`src/rtl/writeback_pkg.sv`:
```
// Shared types and constants for the register write-back stage.
//   state_e      : write-back FSM state (IDLE, LOAD_WAIT)
//   FUNCT3_*     : RV32I load funct3 encodings recognised by load_extend
package writeback_pkg;

    typedef enum logic {
        IDLE      = 1'b0,
        LOAD_WAIT = 1'b1
    } state_e;

    localparam logic [2:0] FUNCT3_LB  = 3'b000;
    localparam logic [2:0] FUNCT3_LH  = 3'b001;
    localparam logic [2:0] FUNCT3_LW  = 3'b010;
    localparam logic [2:0] FUNCT3_LBU = 3'b100;
    localparam logic [2:0] FUNCT3_LHU = 3'b101;

endpackage

```
`src/rtl/register_writeback_if.sv`:
```
// Request-side bus of the write-back stage: execute results, load issue and
// memory load return.
//   master : core / memory side (drives requests, observes exec_ready)
//   slave  : register_writeback
//
// Handshake: an execute result transfers on a cycle where exec_valid and
// exec_ready are both high; exec_valid with its payload is held until then.
// load_issue and mem_data_valid have no ready: load_issue is taken only
// while busy=0, and mem_data_valid is a one-cycle pulse that is always taken
// while a load is outstanding.
interface register_writeback_if #(
    parameter int AddressBitWidth = 5,
    parameter int DataBitWidth    = 32
);
    logic                       exec_valid;
    logic [AddressBitWidth-1:0] exec_rd;
    logic [DataBitWidth-1:0]    exec_data;
    logic                       exec_ready;

    logic                       load_issue;
    logic [AddressBitWidth-1:0] load_rd;
    logic [2:0]                 load_funct3;
    logic [1:0]                 load_addr_lsb;

    logic                       mem_data_valid;
    logic [DataBitWidth-1:0]    mem_data;

    modport master (
        output exec_valid, exec_rd, exec_data,
        input  exec_ready,
        output load_issue, load_rd, load_funct3, load_addr_lsb,
        output mem_data_valid, mem_data
    );

    modport slave (
        input  exec_valid, exec_rd, exec_data,
        output exec_ready,
        input  load_issue, load_rd, load_funct3, load_addr_lsb,
        input  mem_data_valid, mem_data
    );
endinterface

```
`src/rtl/register_writeback_load_extend.sv`:
```
// Combinational load alignment and sign/zero extension.
//   funct3   in : RV32I load funct3 (unknown encodings behave as LW)
//   addr_lsb in : byte offset; halfword lane uses addr_lsb[1] only
//   word     in : aligned 32-bit word from memory
//   data     out: extended register value
module load_extend
    import writeback_pkg::*;
#(
    parameter int DataBitWidth = 32
) (
    input  logic [2:0]              funct3,
    input  logic [1:0]              addr_lsb,
    input  logic [DataBitWidth-1:0] word,
    output logic [DataBitWidth-1:0] data
);
    logic [7:0]  byte_sel;
    logic [15:0] half_sel;

    always_comb begin
        case (addr_lsb)
            2'd0:    byte_sel = word[7:0];
            2'd1:    byte_sel = word[15:8];
            2'd2:    byte_sel = word[23:16];
            default: byte_sel = word[31:24];
        endcase
        half_sel = addr_lsb[1] ? word[31:16] : word[15:0];

        data = word;
        case (funct3)
            FUNCT3_LB:  data = {{(DataBitWidth-8){byte_sel[7]}}, byte_sel};
            FUNCT3_LH:  data = {{(DataBitWidth-16){half_sel[15]}}, half_sel};
            FUNCT3_LW:  data = word;
            FUNCT3_LBU: data = {{(DataBitWidth-8){1'b0}}, byte_sel};
            FUNCT3_LHU: data = {{(DataBitWidth-16){1'b0}}, half_sel};
            default:    data = word;
        endcase
    end
endmodule

```
`src/rtl/register_writeback.sv`:
```
// Write-back stage driving the register file's single write port.
// Merges single-cycle execute results with one outstanding load.
//   clk, rst          : clock, asynchronous active-high reset
//   bus (slave)       : execute results, load issue, memory load return
//   rs1, rs2          : decoder source registers
//   hazard            : decoder must stall
//   busy              : a load is outstanding
//   rd, rd_write_enable, rd_data : registered register-file write port
//   state             : current FSM state (debug)
// Optional feature, macro WRITEBACK_FORWARD_EN: adds rs1_fwd/rs2_fwd so the
// decoder can take rd_data directly; the in-flight write then no longer stalls.
module register_writeback
    import writeback_pkg::*;
#(
    parameter int AddressBitWidth = 5,
    parameter int DataBitWidth    = 32
) (
    input  logic                       clk,
    input  logic                       rst,
    register_writeback_if.slave        bus,
    input  logic [AddressBitWidth-1:0] rs1,
    input  logic [AddressBitWidth-1:0] rs2,
    output logic                       hazard,
    output logic                       busy,
    output logic [AddressBitWidth-1:0] rd,
    output logic                       rd_write_enable,
    output logic [DataBitWidth-1:0]    rd_data,
    output state_e                     state
`ifdef WRITEBACK_FORWARD_EN
    ,
    output logic                       rs1_fwd,
    output logic                       rs2_fwd
`endif
);
    state_e                     state_q, state_d;
    logic [AddressBitWidth-1:0] pending_rd;
    logic [2:0]                 pending_funct3;
    logic [1:0]                 pending_lsb;
    logic [DataBitWidth-1:0]    load_value;

    logic load_accept, load_return, waw_block, exec_fire;
    logic load_hit, inflight_rs1, inflight_rs2;

    load_extend #(.DataBitWidth(DataBitWidth)) u_load_extend (
        .funct3   (pending_funct3),
        .addr_lsb (pending_lsb),
        .word     (bus.mem_data),
        .data     (load_value)
    );

    always_ff @(posedge clk or posedge rst) begin
        if (rst) begin
            state_q        <= IDLE;
            pending_rd     <= '0;
            pending_funct3 <= FUNCT3_LW;
            pending_lsb    <= 2'd0;
        end else begin
            state_q <= state_d;
            if (load_accept) begin
                pending_rd     <= bus.load_rd;
                pending_funct3 <= bus.load_funct3;
                pending_lsb    <= bus.load_addr_lsb;
            end
        end
    end

    always_comb begin
        state_d     = state_q;
        load_accept = 1'b0;
        load_return = 1'b0;
        case (state_q)
            IDLE: begin
                if (bus.load_issue) begin
                    load_accept = 1'b1;
                    state_d     = LOAD_WAIT;
                end
            end
            LOAD_WAIT: begin
                if (bus.mem_data_valid) begin
                    load_return = 1'b1;
                    state_d     = IDLE;
                end
            end
            default: state_d = IDLE;
        endcase
    end

    // The load return owns the write port in its cycle; an execute write to
    // the pending register is held back so it cannot be overwritten by the load.
    assign waw_block      = (state_q == LOAD_WAIT) && (bus.exec_rd == pending_rd)
                            && (bus.exec_rd != '0);
    assign bus.exec_ready = !load_return && !waw_block;
    assign exec_fire      = bus.exec_valid && bus.exec_ready;

    always_ff @(posedge clk or posedge rst) begin
        if (rst) begin
            rd              <= '0;
            rd_write_enable <= 1'b0;
            rd_data         <= '0;
        end else if (load_return) begin
            rd              <= pending_rd;
            rd_write_enable <= (pending_rd != '0);
            rd_data         <= load_value;
        end else if (exec_fire) begin
            rd              <= bus.exec_rd;
            rd_write_enable <= (bus.exec_rd != '0);
            rd_data         <= bus.exec_data;
        end else begin
            rd_write_enable <= 1'b0;
        end
    end

    assign busy  = (state_q == LOAD_WAIT);
    assign state = state_q;

    assign load_hit     = (state_q == LOAD_WAIT) && (pending_rd != '0)
                          && ((rs1 == pending_rd) || (rs2 == pending_rd));
    // The register file commits one edge after rd_write_enable, so a reader
    // in this cycle would still see the old value.
    assign inflight_rs1 = rd_write_enable && (rd != '0) && (rs1 == rd);
    assign inflight_rs2 = rd_write_enable && (rd != '0) && (rs2 == rd);

`ifdef WRITEBACK_FORWARD_EN
    assign rs1_fwd = inflight_rs1;
    assign rs2_fwd = inflight_rs2;
    assign hazard  = load_hit;
`else
    assign hazard  = load_hit || inflight_rs1 || inflight_rs2;
`endif
endmodule
```
`src/flat_wrapper.sv`:
```
// flat-port wrapper written by rule: the top's interface ports become plain ports
module register_writeback_flat import writeback_pkg::*;
#(
    parameter int AddressBitWidth = 5,
    parameter int DataBitWidth    = 32
)
  (clk, rst, rs1, rs2, hazard, busy, rd, rd_write_enable, rd_data, state, bus_exec_valid, bus_exec_rd, bus_exec_data, bus_exec_ready, bus_load_issue, bus_load_rd, bus_load_funct3, bus_load_addr_lsb, bus_mem_data_valid, bus_mem_data);
  register_writeback_if #(.AddressBitWidth(AddressBitWidth), .DataBitWidth(DataBitWidth)) bus_i ();
  input  logic clk;
  input  logic rst;
  input  logic [AddressBitWidth-1:0] rs1;
  input  logic [AddressBitWidth-1:0] rs2;
  output logic hazard;
  output logic busy;
  output logic [AddressBitWidth-1:0] rd;
  output logic rd_write_enable;
  output logic [DataBitWidth-1:0] rd_data;
  output state_e state;
  input wire logic [$bits(bus_i.exec_valid)-1:0] bus_exec_valid;
  input wire logic [$bits(bus_i.exec_rd)-1:0] bus_exec_rd;
  input wire logic [$bits(bus_i.exec_data)-1:0] bus_exec_data;
  output wire logic [$bits(bus_i.exec_ready)-1:0] bus_exec_ready;
  input wire logic [$bits(bus_i.load_issue)-1:0] bus_load_issue;
  input wire logic [$bits(bus_i.load_rd)-1:0] bus_load_rd;
  input wire logic [$bits(bus_i.load_funct3)-1:0] bus_load_funct3;
  input wire logic [$bits(bus_i.load_addr_lsb)-1:0] bus_load_addr_lsb;
  input wire logic [$bits(bus_i.mem_data_valid)-1:0] bus_mem_data_valid;
  input wire logic [$bits(bus_i.mem_data)-1:0] bus_mem_data;
  assign bus_i.exec_valid = bus_exec_valid;
  assign bus_i.exec_rd = bus_exec_rd;
  assign bus_i.exec_data = bus_exec_data;
  assign bus_exec_ready = bus_i.exec_ready;
  assign bus_i.load_issue = bus_load_issue;
  assign bus_i.load_rd = bus_load_rd;
  assign bus_i.load_funct3 = bus_load_funct3;
  assign bus_i.load_addr_lsb = bus_load_addr_lsb;
  assign bus_i.mem_data_valid = bus_mem_data_valid;
  assign bus_i.mem_data = bus_mem_data;
  register_writeback #(.AddressBitWidth(AddressBitWidth), .DataBitWidth(DataBitWidth)) u_core (.clk(clk), .rst(rst), .bus(bus_i), .rs1(rs1), .rs2(rs2), .hazard(hazard), .busy(busy), .rd(rd), .rd_write_enable(rd_write_enable), .rd_data(rd_data), .state(state));
endmodule
```
`config.mk`:
```
export PLATFORM = sky130hd
export DESIGN_NAME = register_writeback_flat
export DESIGN_NICKNAME = d
export VERILOG_FILES = /design/src/rtl/writeback_pkg.sv /design/src/rtl/register_writeback_if.sv /design/src/rtl/register_writeback_load_extend.sv /design/src/rtl/register_writeback.sv /design/src/flat_wrapper.sv
export SDC_FILE = /design/constraint.sdc
export NUM_CORES = 1
export LEC_CHECK = 0
export ABC_AREA = 0
export CAP_MARGIN = 40
export CORE_ASPECT_RATIO = 1.25
export CORE_MARGIN = 3
export CORE_UTILIZATION = 39
export CTS_CLUSTER_DIAMETER = 200
export DETAILED_ROUTE_END_ITERATION = 10
export MAX_ROUTING_LAYER = met4
export PLACE_DENSITY = 0.78
export SKIP_CTS_REPAIR_TIMING = 1
export SLEW_MARGIN = 15
export SYNTH_ARGS = -nofsm -noshare
export SYNTH_HDL_FRONTEND = slang
export SYNTH_SLANG_ARGS = --single-unit
```
`constraint.sdc`:
```
create_clock -name clk -period 1.8 [get_ports clk]
set_input_delay 0.36 -clock clk [delete_from_list [all_inputs] [get_ports clk]]
set_output_delay 0.36 -clock clk [all_outputs]
set_load 0.005 [all_outputs]
```
Word level (Yosys, flattened, before mapping)
Index checks and enable logic that the tools add are counted.

Bitwise operators: 1. Equal/unequal tests: 10. Multiplexer cells: 15. Reductions and logical operators: 20.

Operator list (number): one-hot mux 32 bit (4 select lines) (1); two-way mux 32 bit (2); equality test 5 bit (5); one-hot mux 8 bit (3 select lines) (1); two-way mux 16 bit (1); nonzero test 5 bit (3); two-way mux 5 bit (2); logical AND 1 bit (9); two-way mux 1 bit (7); equality test 3 bit (second input constant) (2); equality test 3 x 1 -> 1 bit (second input constant) (1); logical NOT 3 bit (1); logical OR 1 bit (3); equality test 2 x 1 -> 1 bit (second input constant) (1); equality test 2 bit (second input constant) (1); logical NOT 1 bit (2); logical NOT 2 bit (1); one-hot mux 1 bit (2 select lines) (1); nonzero test 2 bit (1); inverter 1 bit (1).

Output and inout port bits: 42. Input bits: 94. Flip-flop bits (word level): 49. Logic and storage cells: 53.

Logic depth before layout (Yosys ltp)
Gate-level depths: netlist of the first run.

Depth after elaboration: 8. Mapped depth: 7. Mapped depth without buffers: 5.

Hierarchy
From an unflattened synthesis of the first run, not the netlist that was laid out.

Cell total of the unflattened synthesis: 334. Area, all modules: 3397.0 µm².

Modules (own cells, without submodules): register_writeback (times used 1, area an instance 2673.8 µm², cells each 203, sequential area each 1227.4 µm²); load_extend (times used 1, area an instance 723.2 µm², cells each 131, sequential area each 0.0 µm²).

Worst setup path before layout of the first run
Ideal clock, no wire load.

Path type: in2reg. From: input port bus_exec_rd[2]. To: register u_core.rd_data[13]. Arrival: 1.771 ns. Data required time: 1.677 ns. Path buffers: 0. Cell stages on the path: 5. Library setup time: 0.123 ns. Setup slack: -0.094 ns. Cells stage by stage: or4_4 o211ai_4 nor3_1 nand3b_2 o221a_2.

Longest elaborated chain between the ends: 7. Elaborated cells between the ends (all ways): 8. Those cells by class: eq/ne (1); reduce/logical (7).

Ends and longest elaborated chain: start: declaration (line flat_wrapper.sv:20) `input wire logic [$bits(bus_i.exec_rd)-1:0] bus_exec_rd;`; equality test 5 bit (line register_writeback.sv:90) `assign waw_block = (state_q == LOAD_WAIT) && (bus.exec_rd == pending_rd)`; logical AND 1 bit (line register_writeback.sv:90); logical AND 1 bit * (line register_writeback.sv:91) `&& (bus.exec_rd != '0);`; logical NOT 1 bit * (line register_writeback.sv:92) `assign bus.exec_ready = !load_return && !waw_block;`; logical AND 1 bit * (line register_writeback.sv:92); logical AND 1 bit * (line register_writeback.sv:93) `assign exec_fire = bus.exec_valid && bus.exec_ready;`; nonzero test 2 bit (no line) *; end signal: assignment (line register_writeback.sv:103) `rd_data <= load_value;`; end signal: assignment (line register_writeback.sv:107) `rd_data <= bus.exec_data;`; end: declaration (line register_writeback.sv:27) `output logic [DataBitWidth-1:0] rd_data,`.

Mark *: on every way between the ends. The rest lies on a longest branch, timed or not. A chain may end at the register's enable or synchronous reset.

Worst setup path in the final report of the first run
From: register u_core.rd[0]. To: output port hazard.

Longest elaborated chain between the ends: 5. Elaborated cells between the ends (all ways): 8. Those cells by class: eq/ne (2); reduce/logical (6).

Ends and longest elaborated chain: start: declaration (line register_writeback.sv:25) `output logic [AddressBitWidth-1:0] rd,`; start signal: assignment (line register_writeback.sv:101) `rd <= pending_rd;`; start signal: assignment (line register_writeback.sv:105) `rd <= bus.exec_rd;`; nonzero test 5 bit (line register_writeback.sv:120, register_writeback.sv:121); logical AND 1 bit (line register_writeback.sv:120, register_writeback.sv:121); logical AND 1 bit (line register_writeback.sv:120) `assign inflight_rs1 = rd_write_enable && (rd != '0) && (rs1 == rd);`; logical OR 1 bit (line register_writeback.sv:128) `assign hazard = load_hit || inflight_rs1 || inflight_rs2;`; logical OR 1 bit * (line register_writeback.sv:128); end: declaration (line flat_wrapper.sv:13) `output logic hazard;`.

Marks and branches as above.

==> results of run 1 <==
cell families after synthesis:
group,after synthesis,share of synthesized area
AOI/OAI and AO/OA,89,0.237
xor gates and xnor gates,25,0.0696
muxes,22,0.0728
buffers and inverters,36,0.0497
and+or+nand+nor,120,0.180
DFF,49,0.390
Yosys cell counts, drive strengths merged, types with 2 or more instances:
cell,count
nor3,36
nor2b,2
o21a,2
nor3b,2
a221oi,2
a2111oi,5
dfrtp,48
inv,5
nand2,40
o31ai,10
o211ai,2
mux2i,15
o221a,8
o21ai,19
a31oi,3
buf,8
nand3,4
clkbuf,22
or3,2
or4,3
xor2,10
xnor2,15
mux2,7
o41ai,13
o22ai,7
nor2,25
a21oi,14
through the flow:
| stage | hold WS, ps | total power (W) | setup WS [ps] | TNS (ps) | util |
|---|---|---|---|---|---|
| floorplan | 467 | 0.00431 | -12.0 | -12.0 | - |
| global placement | 459 | 0.00638 | -827 | -24020 | 0.636 |
| detailed placement | 465 | 0.00648 | -852 | -26040 | 0.636 |
| CTS | 411 | 0.00719 | -864 | -13860 | 0.647 |
| global route | 419 | 0.00869 | -350 | -4720 | 0.718 |
| finish | 400 | 0.00826 | -242 | -2070 | 0.718 |
cells in the final DEF, fill, tap and decap left out, drive strengths merged, types with 2 or more instances in the layout:
cell,instances
a2111oi,5
a21oi,14
a221oi,2
a31oi,3
buf,69
clkbuf,11
clkdlybuf4s50,123
dfrtp,48
dlymetal6s2s,8
inv,5
mux2,7
mux2i,15
nand2,40
nand3,4
nor2,25
nor2b,2
nor3,36
nor3b,2
o211ai,2
o21a,2
o21ai,19
o221a,8
o22ai,7
o31ai,10
o32ai,2
o41ai,13
or3,2
or4,3
xnor2,15
xor2,10
state kept, by name, indices dropped and copies added (netlist names):
register,cells
u_core.rd_data,32
u_core.pending_rd,5
u_core.rd,5
u_core.pending_funct3,3
u_core.pending_lsb,2
u_core.busy,1
u_core.rd_write_enable,1
layer usage:
metal  part of all wire  track usage
met1               0.38        0.272
met2               0.53        0.415
met3              0.057       0.0380
met4              0.033       0.0802
met5                  0            -
final cells by class:
type,count,area [um2],share of cell area
clock buffer,7,86.3,0.0154
timing repair buffer,204,1990,0.354
sequential,49,1230,0.220
multi-input combinational,257,2170,0.386
inverter,6,22.5,0.00400
tap,95,119,0.0211
power breakdown:
| group | switching (W) | total [W] | leakage (nW) | internal, W |
|---|---|---|---|---|
| Clock | 0.000383 | 0.000689 | 0.0443 | 0.000306 |
| Combinational | 0.00235 | 0.00528 | 1.69 | 0.00293 |
| Sequential | 0.000616 | 0.00229 | 0.571 | 0.00167 |
worst paths after layout:
check                                                  from                              endpoint  slack (ps)  depth (start not counted)
max                                u_core.rd[0]$_DFFE_PP0P_                                hazard        -240                          4
min                                                     rst         u_core.rd_data[2]$_DFFE_PP0P_         400                          3
max in group asynchronous                               rst  u_core.pending_funct3[1]$_DFFE_PP1P_        1120                          3
max reg2reg                u_core.pending_rd[1]$_DFFE_PP0P_              u_core.rd[0]$_DFFE_PP0P_        -110                          8
min reg2reg                   u_core.rd_data[1]$_DFFE_PP0P_         u_core.rd_data[1]$_DFFE_PP0P_         480                          2
min in group clk                             bus_exec_rd[0]              u_core.rd[0]$_DFFE_PP0P_         410                          3
worst max-delay path, stage by stage (launching register included):
cell and delay (ps):
dfrtp_1 430, or4_1 520, o21ai_0 190, o22ai_1 110, clkbuf_2 120
==> flow_metrics.py, run 1 <==
metrics = {
    "outcome": {
        "run_status": "finished with violations",
        "violations": "setup timing",
    },
    "critical_path": {
        "path_class": "reg -> out",
        "critPathMaxFanout": 3,
        "worstPathRequired_ps": 1440,
        "cp-end-kind": "output port",
        "start_kind": "register",
        "critPathArrivalTime_ps": 1680,
    },
    "yosys": {
        "syn_area_um2": 3140,
        "ys_async_sr_fraction": 1.00,
        "synth_top_area_share": 0.382,
        "synth-seq-area-share": 0.390,
        "yosysWarnings": 0,
        "avgSynthCellArea_um2": 9.22,
        "yosys_most_used_dff": "dfrtp_1",
        "syn_nets": 435,
        "synth_area_leaders": "dfrtp_1 (38%), nor3_1 (5.6%), mux2i_1 (4.8%)",
        "synth-edff-count": 0,
        "synth-seq-cells": 49,
        "synth_cell_types": 47,
        "syn_inst": 341,
        "synth_area_leader_cell": "dfrtp_1",
    },
    "cells_and_area": {
        "fin_cells": 618,
        "nets": 617,
        "insertedDiodeCount": 0,
        "area_delta_synth_final_pct": 78.9,
        "final_area_um2": 5620,
        "nFillCells": 569,
        "drive_gt1_frac": 0.306,
    },
    "route": {
        "drt-total-wl_um": 12500,
        "dr_total_vias": 3553,
        "routed_via_density": 5.75,
        "drtIter0Drc": 185,
        "routedWlPerCell_um": 20.3,
        "postRouteAntennaNets": 0,
        "drc": 0,
        "drt_first_pass_iters": 5,
    },
    "worst_hold_path": {
        "hold_class": "in -> async",
    },
    "place": {
        "place.gp.congestion": 0.993,
        "dp_cells": 596,
        "placed_area_um2": 4980,
        "dp_hpwl_um": 8350,
        "port-buffer-count": 135,
    },
    "sta": {
        "setup_ws_ps": -242,
        "fin_crit_ps": 2040,
        "finalCritPeriodShare": 1.13,
        "finClkSkew_ps": 8.38,
        "relSlewSlack": 0.643,
        "report.final.hold_viol_count": 0,
        "rsz0062_at_grt": "true",
        "setup_viol": 35,
        "fmaxAchievable_ghz": 0.490,
        "slew_viol_final": 0,
        "tightest_slew_ps": 521,
    },
    "power_and_ir_drop": {
        "power_density_nw_per_um2": 1470,
        "peakVddDrop_mv": 0.802,
        "p_leak_nw": 2.31,
    },
    "clocking": {
        "htreeDepth": 2,
        "cts_buffers": 5,
        "cts_tree": "built",
        "path_clk_slew_ps": 90,
        "clk_latency_ps": 310,
        "cts_root_buf": "clkbuf_8",
        "clockBufferDepth": 2,
        "clock-sinks": 49,
    },
    "job": {
        "max-cap-violations": 0,
    },
    "grt": {
        "grt_first_pass_wirelength_um": 16700,
        "grt_usage": 0.237,
        "grt_overflow": 0,
        "antenna_found_initial": 0,
        "grt_max_degree": 50,
        "grt_pass1_vias": 3491,
    },
    "die": {
        "core_area_um2": 7840,
        "io_pins": 136,
        "start_util": 0.401,
        "die_y_um": 106,
        "die_area_um2": 9180,
        "dieWidth_um": 86.3,
        "placementRows": 36,
    },
}
Power figures use the tool's default switching activity.
==> run 2: changes to the inputs <==
SLEW_MARGIN = 0   (was 15)
==> results of run 2 <==
No change in the layout: final DEF, timing and power equal those of run 1.
==> run 3: changes to the inputs <==
CORE_MARGIN = 2   (was 3)
CORE_UTILIZATION = 46   (was 39)
CTS_CLUSTER_SIZE = 14   (was default)
PLACE_DENSITY = 0.86   (was 0.78)
clock period = 2.6 ns   (was 1.8 ns; I/O delays follow)
==> run 3 against run 2 <==
  * The run now ends clean
  * Worst hold slack better by 83 ps
  * Clock skew about the same
  * Global-route usage increased by 4.3 points
  * Power is 42% lower
  * Clock power decreased by 17%
  * Worst setup slack improved by 280 ps
  * Combinational power is 49% lower
  * Final cell count fell by 7.9%
  * Critical path type is now in -> out
==> flow_metrics.py, run 3 (synthesis results as in run 1) <==
metrics = {
    "route": {
        "wl_met2_um": 5220,
        "wl_met3_um": 643,
        "wl_met1_um": 3960,
        "routedWlPerCell_um": 17.5,
        "drc": 0,
        "routed_via_density": 5.74,
        "dr_total_vias": 3267,
        "top_layer_used": "met4",
        "drtIter0Drc": 144,
        "drt_first_pass_iters": 4,
        "drt-total-wl_um": 9980,
        "postRouteAntennaNets": 0,
    },
    "place": {
        "port-buffer-count": 135,
        "dp_hpwl_um": 7810,
        "dpl_worst_slack_ps": -303,
        "place.gp.congestion": 0.863,
    },
    "sta": {
        "setup_viol": 0,
        "tightest_slew_ps": 654,
        "fmaxAchievable_ghz": 0.390,
        "tns_ps": 0,
        "setup_ws_ps": 39.1,
        "finalCritPeriodShare": 0.985,
        "report.final.hold_viol_count": 0,
        "fin_crit_ps": 2560,
        "slew_viol_final": 0,
        "finClkSkew_ps": 8.08,
        "relSlewSlack": 0.563,
        "whs_ps": 483,
    },
    "die": {
        "io_pins": 136,
        "placementRows": 33,
        "die_y_um": 96.4,
        "dieWidth_um": 77.9,
        "core_area_um2": 6610,
        "start_util": 0.476,
        "die_area_um2": 7520,
    },
    "cells_and_area": {
        "area_delta_synth_final_pct": 53.9,
        "nets": 575,
        "top_regs": "u_core.rd_data x32, u_core.pending_rd x5, u_core.rd x5",
        "layout_commonest_cell": "clkdlybuf4s50_1",
        "drive_gt1_frac": 0.143,
        "nFillCells": 509,
        "final_cell_mix": "clkdlybuf4s50_1 (132), dfrtp_1 (48), nand2_1 (40)",
        "largest_reg_flops": 32,
        "top_register": "u_core.rd_data",
        "insertedDiodeCount": 0,
    },
    "outcome": {
        "run_status": "complete, no violations",
    },
    "grt": {
        "grt_first_pass_wirelength_um": 16100,
        "grt_overflow": 0,
        "grt_max_degree": 46,
        "antenna_found_initial": 0,
        "grt_pass1_vias": 3332,
        "grt_usage": 0.279,
    },
    "critical_path": {
        "cp-end-kind": "output port",
        "start_kind": "input port",
        "critPathArrivalTime_ps": 2040,
        "worstPathRequired_ps": 2080,
        "critPathMaxFanout": 2,
        "path_class": "in -> out",
    },
    "power_and_ir_drop": {
        "power_density_nw_per_um2": 998,
        "power.switching_w": 0.00186,
        "intPower_w": 0.00296,
        "clockPowerShare": 0.119,
        "p_leak_nw": 1.93,
        "pwr-share-comb": 0.556,
        "peakVddDrop_mv": 0.561,
        "p_seq_frac": 0.325,
        "p_sw_frac": 0.386,
    },
    "clocking": {
        "clock-sinks": 49,
        "clk_latency_ps": 310,
        "htreeDepth": 2,
        "clockBufferDepth": 2,
        "path_clk_slew_ps": 90,
        "cts_root_buf": "clkbuf_8",
        "cts_buffers": 5,
        "cts_tree": "built",
    },
    "worst_hold_path": {
        "hold_class": "reg -> reg",
    },
    "job": {
        "max-cap-violations": 0,
    },
}
## run 3: metrics by stage
step / utilization / instance area [um2] / instances / power [W]
floorplan: - / 3140 / 341 / 0.00293
global placement: 0.711 / 4700 / 560 / 0.00417
detailed placement: 0.713 / 4710 / 561 / 0.00425
CTS: 0.730 / 4830 / 569 / 0.00483
global route: 0.732 / 4840 / 569 / 0.00514
finish: 0.732 / 4840 / 569 / 0.00483
## run 3: worst max-delay path, cell delays in order
cell and delay, ps:
clkdlybuf4s50_1 430, or4_4 570, o211ai_4 180, nor3_1 80, nor2_1 110, dlymetal6s2s_1 140
## run 3: cell type report
cell class	count	area (um2)	share of cell area
Tap cell	87	109	0.0225
Multi-Input combinational cell	256	1770	0.365
Timing Repair Buffer	163	1600	0.330
Clock buffer	7	86.3	0.0178
Clock inverter	1	30.0	0.00621
Inverter	6	22.5	0.00465
Sequential cell	49	1230	0.254
## run 3: path summary, 6_finish.rpt
path                                                       start                          endpoint  slack (ps)  cells after the start
worst max-delay path                              bus_exec_rd[1]                    bus_exec_ready          40                      6
worst min-delay path              u_core.rd_data[30]$_DFFE_PP0P_    u_core.rd_data[30]$_DFFE_PP0P_         480                      2
worst max register to register  u_core.pending_rd[0]$_DFFE_PP0P_    u_core.rd_data[13]$_DFFE_PP0P_         500                      6
worst min register to register    u_core.rd_data[30]$_DFFE_PP0P_    u_core.rd_data[30]$_DFFE_PP0P_         480                      2
max in group asynchronous                                    rst     u_core.rd_data[5]$_DFFE_PP0P_        1350                      3
min in group asynchronous                                    rst  u_core.pending_rd[0]$_DFFE_PP0P_         610                      2
## run 3: power groups by stage
stage | Combinational [W] | Sequential [W] | Clock [W]
4_1_cts | 0.00269 | 0.00156 | 0.000579
3_3_place_gp | 0.00261 | 0.00156 | 0
3_5_place_dp | 0.00268 | 0.00157 | 0
2_1_floorplan | 0.00151 | 0.00141 | 0
6_report | 0.00268 | 0.00157 | 0.000574
5_1_grt | 0.00291 | 0.00162 | 0.000614
## run 3: routing by layer
| layer | GRT usage | vias to the layer above |
|---|---|---|
| met4 | 0.0760 | 0 |
| met3 | 0.0390 | 15 |
| met1 | 0.328 | 1571 |
| met2 | 0.506 | 150 |
| met5 | - | - |
| li1 | - | 1531 |
